### src/rtl/pipe_ctrl_pkg.sv
// Shared definitions for the pipeline hazard controller: forwarding select
// codes, the MDU sequencer state encoding and the forwarding priority rule.
package pipe_ctrl_pkg;

  localparam logic [1:0] FWD_RF   = 2'b00;
  localparam logic [1:0] FWD_EALU = 2'b01;
  localparam logic [1:0] FWD_MALU = 2'b10;
  localparam logic [1:0] FWD_MMEM = 2'b11;

  typedef enum logic {
    IDLE = 1'b0,
    BUSY = 1'b1
  } md_state_t;

  // Execute wins over memory; a load in execute cannot forward (load-use stalls instead).
  function automatic logic [1:0] fwd_sel(
    input logic       ewreg,
    input logic       em2reg,
    input logic [4:0] ern,
    input logic       mwreg,
    input logic       mm2reg,
    input logic [4:0] mrn,
    input logic [4:0] src
  );
    logic [1:0] sel;
    sel = FWD_RF;
    if (ewreg && !em2reg && (ern != 5'd0) && (ern == src))
      sel = FWD_EALU;
    else if (mwreg && (mrn != 5'd0) && (mrn == src))
      sel = mm2reg ? FWD_MMEM : FWD_MALU;
    return sel;
  endfunction

endpackage

### src/rtl/md_seq.sv
// MDU sequencer: launches an operation and keeps the unit busy for
// MD_CYCLES cycles, flagging the final busy cycle with md_done.
module md_seq
  import pipe_ctrl_pkg::*;
#(
  parameter int MD_CYCLES = 8
) (
  input  logic clock,
  input  logic reset,
  input  logic launch,
  output logic md_start,
  output logic md_busy,
  output logic md_done
);

  localparam logic [7:0] MD_LOAD = 8'(MD_CYCLES - 1);

  md_state_t  state_reg;
  logic [7:0] cnt_reg;
  logic       md_busy_reg;
  logic       md_done_reg;

  assign md_start = !reset && (state_reg == IDLE) && launch;
  assign md_busy  = md_busy_reg;
  assign md_done  = md_done_reg;

  always_ff @(posedge clock) begin
    if (reset) begin
      state_reg   <= IDLE;
      cnt_reg     <= 8'd0;
      md_busy_reg <= 1'b0;
      md_done_reg <= 1'b0;
    end else begin
      case (state_reg)
        IDLE: begin
          if (md_start) begin
            state_reg   <= BUSY;
            cnt_reg     <= MD_LOAD;
            md_busy_reg <= 1'b1;
            md_done_reg <= 1'b0;
          end
        end
        BUSY: begin
          if (cnt_reg == 8'd0) begin
            state_reg   <= IDLE;
            md_busy_reg <= 1'b0;
            md_done_reg <= 1'b0;
          end else begin
            // done is registered, so it is raised one count early to land on cnt==0
            cnt_reg     <= cnt_reg - 8'd1;
            md_done_reg <= (cnt_reg == 8'd1);
          end
        end
        default: begin
          state_reg   <= IDLE;
          md_busy_reg <= 1'b0;
          md_done_reg <= 1'b0;
        end
      endcase
    end
  end

endmodule

### src/rtl/pipe_hazard_ctrl.sv
// Hazard controller for the five-stage pipeline: operand forwarding,
// load-use and MDU structural stalls, MDU sequencing and stall statistics.
module pipe_hazard_ctrl
  import pipe_ctrl_pkg::*;
#(
  parameter int MD_CYCLES = 8,
  parameter int CNT_W     = 16
) (
  input  logic             clock,
  input  logic             reset,
  input  logic [4:0]       rs,
  input  logic [4:0]       rt,
  input  logic             d_use_rs,
  input  logic             d_use_rt,
  input  logic             d_md_op,
  input  logic             d_md_read,
  input  logic             ewreg,
  input  logic             em2reg,
  input  logic [4:0]       ern,
  input  logic             mwreg,
  input  logic             mm2reg,
  input  logic [4:0]       mrn,
  output logic             wpcir,
  output logic             ebubble,
  output logic [1:0]       fwda,
  output logic [1:0]       fwdb,
  output logic             md_start,
  output logic             md_busy,
  output logic             md_done,
  output logic [CNT_W-1:0] stall_cnt
);

  logic [4:0]       src [2];
  logic [1:0]       fwd [2];
  logic             lu;
  logic             st;
  logic             stall;
  logic [CNT_W-1:0] stall_cnt_reg;

  assign src[0] = rs;
  assign src[1] = rt;

  generate
    for (genvar gi = 0; gi < 2; gi++) begin : g_fwd
      assign fwd[gi] = reset ? FWD_RF
                             : fwd_sel(ewreg, em2reg, ern, mwreg, mm2reg, mrn, src[gi]);
    end
  endgenerate

  assign fwda = fwd[0];
  assign fwdb = fwd[1];

  assign lu = ewreg && em2reg && (ern != 5'd0) &&
              ((d_use_rs && (ern == rs)) || (d_use_rt && (ern == rt)));
  assign st    = md_busy && (d_md_op || d_md_read);
  assign stall = lu || st;

  assign wpcir   = reset || !stall;
  assign ebubble = !reset && stall;

  md_seq #(
    .MD_CYCLES(MD_CYCLES)
  ) u_md_seq (
    .clock    (clock),
    .reset    (reset),
    .launch   (d_md_op && !stall),
    .md_start (md_start),
    .md_busy  (md_busy),
    .md_done  (md_done)
  );

  always_ff @(posedge clock) begin
    if (reset)
      stall_cnt_reg <= '0;
    else if (!wpcir && (stall_cnt_reg != {CNT_W{1'b1}}))
      stall_cnt_reg <= stall_cnt_reg + 1'b1;
  end

  assign stall_cnt = stall_cnt_reg;

endmodule
### config.mk
export PLATFORM = sky130hd
export DESIGN_NAME = pipe_hazard_ctrl
export DESIGN_NICKNAME = d
export VERILOG_FILES = /design/src/rtl/pipe_ctrl_pkg.sv /design/src/rtl/md_seq.sv /design/src/rtl/pipe_hazard_ctrl.sv
export SDC_FILE = /design/constraint.sdc
export NUM_CORES = 1
export LEC_CHECK = 0
export ABC_AREA = 1
export CAP_MARGIN = 20
export CORE_ASPECT_RATIO = 1.25
export CORE_MARGIN = 2
export CORE_UTILIZATION = 37
export DETAILED_ROUTE_END_ITERATION = 6
export DONT_BUFFER_PORTS = 1
export GPL_TIMING_DRIVEN = 0
export SLEW_MARGIN = 10
export SYNTH_ARGS = -nofsm -noshare
export SYNTH_HDL_FRONTEND = slang
export SYNTH_SLANG_ARGS = --single-unit
export TNS_END_PERCENT = 5
### constraint.sdc
create_clock -name clock -period 3.6 [get_ports clock]
set_input_delay 0.9 -clock clock [delete_from_list [all_inputs] [get_ports clock]]
set_output_delay 0.9 -clock clock [all_outputs]
set_load 0.005 [all_outputs]
# ---- After elaboration in Yosys (flattened, before gate mapping)
# Cells that the tools add are included.
dict set report totals {
  regBits 27
  latch_bits 0
  ram_bits 0
  romBits 0
  in_bits 30
  out_inout_bits 25
  elab_cells 67
  mem_count 0
}
dict set report op_classes {
  add_sub_neg 2
  mul 0
  n_div 0
  n_lt_le_gt_ge 0
  eq_ne 9
  n_shift 0
  muxes 19
  bitwise 1
  n_reduce_logical 31
}
# cell count
set ops {}
lappend ops {{equality test 5 bit} 4}
lappend ops {{logical AND 1 bit} 18}
lappend ops {{adder 16 x 1 -> 16 bit (second input constant)} 1}
lappend ops {{2-to-1 mux 8 bit} 2}
lappend ops {{inequality test 16 bit (second input constant)} 1}
lappend ops {{one-hot mux 8 bit (2 select lines)} 1}
lappend ops {{2-to-1 mux 2 bit} 6}
lappend ops {{nonzero test 5 bit} 2}
lappend ops {{equality test 8 x 1 -> 1 bit (second input constant)} 1}
lappend ops {{logical NOT 8 bit} 1}
lappend ops {{subtractor 8 x 1 -> 8 bit (second input constant)} 1}
lappend ops {{2-to-1 mux 1 bit} 7}
lappend ops {{inequality test 2 bit (second input constant)} 3}
lappend ops {{one-hot mux 1 bit (2 select lines)} 3}
lappend ops {{logical NOT 1 bit} 4}
lappend ops {{logical OR 1 bit} 4}
lappend ops {{AND reduction 2 bit} 2}
lappend ops {{NOT 1 bit} 1}

# ---- Depth between registers and ports, before layout
# Gate-level depths: netlist (run 1).
dict set report logic_depth {
  ltp_word 10
  depth_mapped 12
  ltp_nobuf 12
}

# ---- Hierarchy
# Synthesis (run 1) repeated with hierarchy kept, for this count alone.
dict set report unflattened {
  hier_cells 322
  area_unflattened_um2 1983.2
}
# mod instances cells_per_inst area_each_um2 seq_area_each_um2
set by_module_without_submodules {}
lappend by_module_without_submodules {pipe_hazard_ctrl 1 239 1378.8 320.3}
lappend by_module_without_submodules {md_seq 1 83 604.3 220.2}

# ---- Worst setup path before layout (run 1)
# Ideal clock, no wire load.
dict set report synth_timing {
  path_type {input port to output port}
  startpoint {in reset}
  endpoint {out fwda[0]}
  arrival_time_ns 1.931
  required_time_ns 2.700
  slack_ns 0.769
  cell_stages 6
  path_buffers 3
  path_cell_list {clkbuf_1 -> inv_1 -> clkbuf_1 -> buf_1 -> nand2_1 -> o21ai_0}
}
dict set report synth_between {
  elab_chain_len 1
}
# element line
set synth_lines {}
lappend synth_lines {{start, declared} pipe_hazard_ctrl.sv:10} ;# input logic reset,
lappend synth_lines {{2-to-1 mux 2 bit} pipe_hazard_ctrl.sv:45} ;# assign fwd[gi] = reset ? FWD_RF
lappend synth_lines {{end, declared} pipe_hazard_ctrl.sv:25} ;# output logic [1:0] fwda,
# Every way passes these cells.

# ---- Final worst setup path (run 1)
dict set report layout_timing {
  startpoint {in reset}
  endpoint {out fwdb[0]}
}
dict set report layout_between {
  elab_chain_len 1
}
# element line
set layout_lines {}
lappend layout_lines {{2-to-1 mux 2 bit} pipe_hazard_ctrl.sv:45}
lappend layout_lines {{end, declared} pipe_hazard_ctrl.sv:26} ;# output logic [1:0] fwdb,
# Every way passes these cells.

==> results of run 1 <==
[logic make-up after synthesis]
group / Yosys count / share of synthesized area, %
AND/OR/NAND/NOR: 180 / 42.2
buffers and inverters: 44 / 8.66
XOR/XNOR: 29 / 12.6
flip-flops: 27 / 26.9
AO/OA/AOI/OAI: 26 / 7.10
adder cells (fa/ha/maj): 4 / 2.49
[worst max path at each step]
| stage | startpoint | slack [ns] | cells after the start | endpoint |
|---|---|---|---|---|
| 2_1_floorplan | reset | 0.77 | 6 | fwda[0] |
| 3_3_place_gp | reset | 0.31 | 6 | fwda[0] |
| 3_5_place_dp | reset | 0.29 | 6 | fwdb[0] |
| 4_1_cts | reset | 0.32 | 6 | fwdb[0] |
| 5_1_grt | reset | 0.1 | 6 | fwdb[0] |
| 6_report | reset | 0.32 | 6 | fwdb[0] |
[layer usage]
| layer | vias to the layer above | GRT usage, % |
|---|---|---|
| met5 | - | 0 |
| met4 | 0 | 5.24 |
| met1 | 860 | 19.4 |
| met3 | 2 | 3.95 |
| li1 | 1012 | - |
| met2 | 42 | 30.4 |
[synthesized netlist by cell type (2+ instances only)]
cell and number:
a21oi_1 15, buf_1 2, clkbuf_1 4, dfxtp_1 27
ha_1 4, inv_1 34, inv_2 2, nand2_1 74
nand2_2 3, nand3_1 22, nand3_4 2, nand3b_1 2
nand4_1 20, nor2_1 43, nor3_1 6, nor3b_1 2
nor4_1 2, o21ai_0 6, o21bai_1 3, xnor2_1 11
xor2_1 18
[final cells by class]
| type | instances | area, µm² | area share, % |
|---|---|---|---|
| Multi-Input combinational cell | 239 | 1290 | 60.6 |
| Sequential cell | 27 | 541 | 25.3 |
| Inverter | 36 | 135 | 6.33 |
| Tap cell | 64 | 80.1 | 3.75 |
| Clock buffer | 3 | 41.3 | 1.93 |
| Buffer | 8 | 38.8 | 1.82 |
| Clock inverter | 1 | 5.00 | 0.234 |
[power by group]
| part | internal, mW | switching [mW] | leakage (nW) |
|---|---|---|---|
| sequential | 0.315 | 0.0140 | 0.219 |
| clock | 0.0775 | 0.0976 | 0.0255 |
| combinational | 0.0609 | 0.106 | 0.653 |
[stage by stage]
stage	instance area [µm²]	std cells	power [mW]	worst slack [ns]
floorplan	2010	310	0.470	0.769
global placement	2090	374	0.502	0.307
detailed placement	2090	374	0.504	0.291
CTS	2130	378	0.682	0.320
global route	2130	378	0.725	0.0994
finish	2130	378	0.672	0.320
[tightest hold or removal path: cells and delay by family (launching register included)]
family	cells	cell delay [ns]
AOI/OAI and AO/OA	1	0.06
and+or+nand+nor	1	0.08
DFF	1	0.34
==> results_dict.tcl, run 1 <==
set metrics [dict create \
    path_cells "clkbuf_1 > inv_1 > clkbuf_1 > buf_1 > nand2_1 > o21ai_0" \
    avgSynthCellArea_um2 6.48 \
    reg2reg_slack_ns 1.53 \
    die_area_um2 6040 \
    grt_pass1_vias 1929 \
    cts_buffers 3 \
    synth_top_cell_by_area "dfxtp_1" \
    max_cap_viol_count 0 \
    syn_area_um2 2010 \
    grt_max_degree 16 \
    ys_ff_latch 27 \
    crit_top_cell "clkbuf_1" \
    final_common_cell "nand2_1" \
    fmax_ghz 0.305 \
    period_needed_ns 3.28 \
    drc 0 \
    crit_path_end_kind "primary output" \
    post_cts_buffers 0 \
    syn_nets 344 \
    rsz0062_at_grt "false" \
    critPathMaxFanout 10 \
    antenna_left 0 \
    ys_types 29 \
    start_util_pct 37.7 \
    utilization_pct 40.0 \
    r2r_end "stall_cnt[15]" \
    tightest_slew_ns 0.554 \
    whs_ns 0.514 \
    r2r-start "stall_cnt[0]" \
    synthToLayoutAreaGrowth_pct 6.29 \
    layout.nets 349 \
    critPathRequiredTime_ns 2.70 \
    clockBufferDepth 2 \
    ys.flop_type "dfxtp_1" \
    dr.pass1.iters 6 \
    n_antenna_cell 0 \
    cts-resized-gates 0 \
    fp.dieH_um 86.4 \
    relSlewSlack_pct 63.1 \
    antenna_found_initial 0 \
    cts_root_buf "clkbuf_8" \
    syn_inst 310 \
    path_buf_inv 4 \
    num_vias 1916 \
    rows 30 \
    hp-start "u_md_seq.md_done" \
    postCtsHoldBufs 0 \
    wl_mm 4.82 \
    worstRegToRegCells 9 \
    overflow 0 \
    vdd_ir_drop_max_v 0.000166 \
    final_cell_mix "74 x nand2_1, 43 x nor2_1, 34 x inv_1" \
    ios 55 \
    die_width_um 69.9 \
    yosys-top-cells-area "dfxtp_1 27%, nand2_1 14%, nor2_1 8.0%, xor2_1 7.9%, inv_1 6.4%" \
    p_leak_nw 0.898 \
    ys_seq_area_share_pct 26.9 \
    tns_ns 0 \
    dr_wl_met2_mm 2.40 \
    fillers 580 \
    fin_worst_skew_ns 0.00154 \
    setup_violations 0 \
    synthArstFlopShare_pct 0 \
    grt_pass1_wl_mm 8.44 \
    post-route-period-util_pct 91.1 \
    core_area_um2 5330 \
    highest_layer "met4" \
    criticalPathCategory "input port to primary output" \
    crit_path_start_kind "input port" \
    htreeDepth 1 \
    powerDensity_nw_per_um2 315 \
    hold-path-endpoint "u_md_seq.md_done" \
    synth_edf_count 0 \
    yosysWarnings 0 \
    status "finished, final reports clean" \
    port_buffers 0 \
    arrival_ns 2.38 \
    cts_tree "built" \
    wl_met1_mm 2.13 \
    hp-class "flip-flop to flip-flop" \
    track_usage_pct 16.7 \
    hold_viol_final 0 \
    worst_path_max_delay_cell "buf_1" \
    clk_pin_slew_ns 0.10 \
    cpPeakStageDelay_ns 0.46 \
    yosys.area.top_type_share_pct 26.9 \
    first_iter_violations 67 \
    clock-sinks 27 \
    gp_congestion 0.821 \
    final_max_slew_viol_count 0 \
    hpwl_mm 3.79 \
    drive_above_1_share_pct 5.41 \
    largest_reg_flops 16 \
    dr_wl_met3_um 244 \
    cp_top_family "buffers and inverters" \
    clk_latency_ns 0.27 \
    routedWlPerCell_um 12.7 \
    post_drt_via_cell_ratio 5.07 \
    min_delay_path_depth 2 \
]
(Power assumes the default switching activity.)
==> inputs of run 2 (changes only) <==
--- a/config.mk
+++ b/config.mk
@@ -7,12 +7,15 @@
 export LEC_CHECK = 0
 export ABC_AREA = 1
 export CAP_MARGIN = 20
+export CELL_PAD_IN_SITES_DETAIL_PLACEMENT = 0
+export CELL_PAD_IN_SITES_GLOBAL_PLACEMENT = 1
 export CORE_ASPECT_RATIO = 1.25
 export CORE_MARGIN = 2
 export CORE_UTILIZATION = 37
 export DETAILED_ROUTE_END_ITERATION = 6
 export DONT_BUFFER_PORTS = 1
 export GPL_TIMING_DRIVEN = 0
+export PLACE_DENSITY = 0.69
 export SLEW_MARGIN = 10
 export SYNTH_ARGS = -nofsm -noshare
 export SYNTH_HDL_FRONTEND = slang
==> results_dict.tcl, run 2 (synthesis results as in run 1) <==
set metrics [dict create \
    status "finished, final reports clean" \
    postCtsHoldBufs 0 \
    setup_violations 0 \
    stdcell_count 378 \
    hold_viol_final 0 \
    gp_congestion 0.803 \
    p_int_uw 457 \
    period_needed_ns 3.29 \
    clk_latency_ns 0.28 \
    die_width_um 69.9 \
    num_vias 1905 \
    drive_above_1_share_pct 5.41 \
    dr.pass1.iters 4 \
    post_cts_buffers 0 \
    max_cap_viol_count 0 \
    antenna_found_initial 0 \
    cts_tree "built" \
    worst_path_max_delay_cell "buf_1" \
    p_comb_share_pct 24.7 \
    dpl_cell_area_um2 2090 \
    post-route-period-util_pct 91.4 \
    hpwl_mm 4.09 \
    grt_pass1_vias 1823 \
    clk_pin_slew_ns 0.11 \
    whs_ns 0.513 \
    first_iter_violations 78 \
    n_antenna_cell 0 \
    cts_buffers 3 \
    crit_path_end_kind "primary output" \
    rows 30 \
    clock-sinks 27 \
    largest_reg_flops 16 \
    drc 0 \
    final_max_slew_viol_count 0 \
    fin_worst_skew_ns 0.00888 \
    arrival_ns 2.39 \
    grt_max_degree 18 \
    relSlewSlack_pct 63.4 \
    tns_ns 0 \
    final_cell_mix "74 x nand2_1, 43 x nor2_1, 34 x inv_1" \
    p_sw_share_pct 33.0 \
    criticalPathCategory "input port to primary output" \
    track_usage_pct 17.0 \
    post_drt_via_cell_ratio 5.04 \
    p_leak_nw 0.899 \
    antenna_left 0 \
    vdd_ir_drop_max_v 0.000148 \
    final_common_cell "nand2_1" \
    crit_top_cell "clkbuf_1" \
    core_area_um2 5330 \
    wl_mm 5.13 \
    design_area_um2 2140 \
    hp-class "flip-flop to flip-flop" \
    layout.nets 349 \
    rsz0062_at_grt "false" \
    path_buf_inv 4 \
    die_area_um2 6040 \
    cp_top_family "buffers and inverters" \
    grt_pass1_wl_mm 8.36 \
    routedWlPerCell_um 13.6 \
    start_util_pct 37.7 \
    htreeDepth 1 \
    clockBufferDepth 2 \
    cts-resized-gates 0 \
    critPathMaxFanout 10 \
    ios 55 \
    fin_total_pwr_uw 683 \
    fmax_ghz 0.304 \
    power_switching_uw 225 \
    powerDensity_nw_per_um2 319 \
    cts_root_buf "clkbuf_8" \
    cpPeakStageDelay_ns 0.42 \
    path_cells "clkbuf_1 > inv_1 > clkbuf_1 > buf_1 > nand2_1 > o21ai_0" \
    port_buffers 0 \
    crit_path_start_kind "input port" \
    tightest_slew_ns 0.549 \
    critPathRequiredTime_ns 2.70 \
    overflow 0 \
    synthToLayoutAreaGrowth_pct 6.48 \
    seqPwrFrac_pct 48.3 \
    pwr-share-clk_pct 27.0 \
    fp.dieH_um 86.4 \
    place_inst 374 \
]
-- run 2: power groups by stage --
| stage | Combinational (mW) | Sequential (mW) | Clock (mW) |
|---|---|---|---|
| final | 0.169 | 0.330 | 0.184 |
| after global placement | 0.170 | 0.336 | 0 |
| after CTS | 0.171 | 0.330 | 0.198 |
| after floorplan | 0.137 | 0.332 | 0 |
| after detailed placement | 0.170 | 0.336 | 0 |
| after global routing | 0.194 | 0.333 | 0.210 |
-- run 2: worst reg2reg max path, delay by kind of cell (launching register included) --
kind,cells,cell delay [ns]
adders and majority gates,1,0.27
buffers and inverters,1,0.28
DFF,1,0.45
and+or+nand+nor,6,0.92
AOI/OAI and AO/OA,1,0.07
-- run 2: layout make-up --
type | count | area, µm²
Clock inverter | 1 | 8.76
Clock buffer | 3 | 41.3
Fill cell | 592 | 3190
Inverter | 36 | 135
Tap cell | 64 | 80.1
Buffer | 8 | 38.8
Sequential cell | 27 | 541
Multi-Input combinational cell | 239 | 1290
-- run 2: final timing paths --
check / from / end / slack [ns] / cells after the start
worst min register to register: stall_cnt[9] / stall_cnt[9] / 0.51 / 2
worst max register to register: stall_cnt[0] / stall_cnt[8] / 1.48 / 9
worst min-delay path: stall_cnt[9] / stall_cnt[9] / 0.51 / 2
worst max-delay path: reset / fwdb[0] / 0.31 / 6
-- run 2: stage by stage --
stage	util, %	setup WS [ns]
5_1_grt	40.1	0.127
2_1_floorplan	-	0.769
4_1_cts	40.1	0.238
3_3_place_gp	39.2	0.233
6_report	40.1	0.308
3_5_place_dp	39.2	0.247
-- run 2: per-layer routing --
metal  vias up  track usage (%)  part of all wire, %
met4         0             5.07                  1.2
met2        39             31.3                   51
met1       848             19.6                   43
met3         4             3.72                  4.9
li1       1014                -                    -
met5         -                0                    0
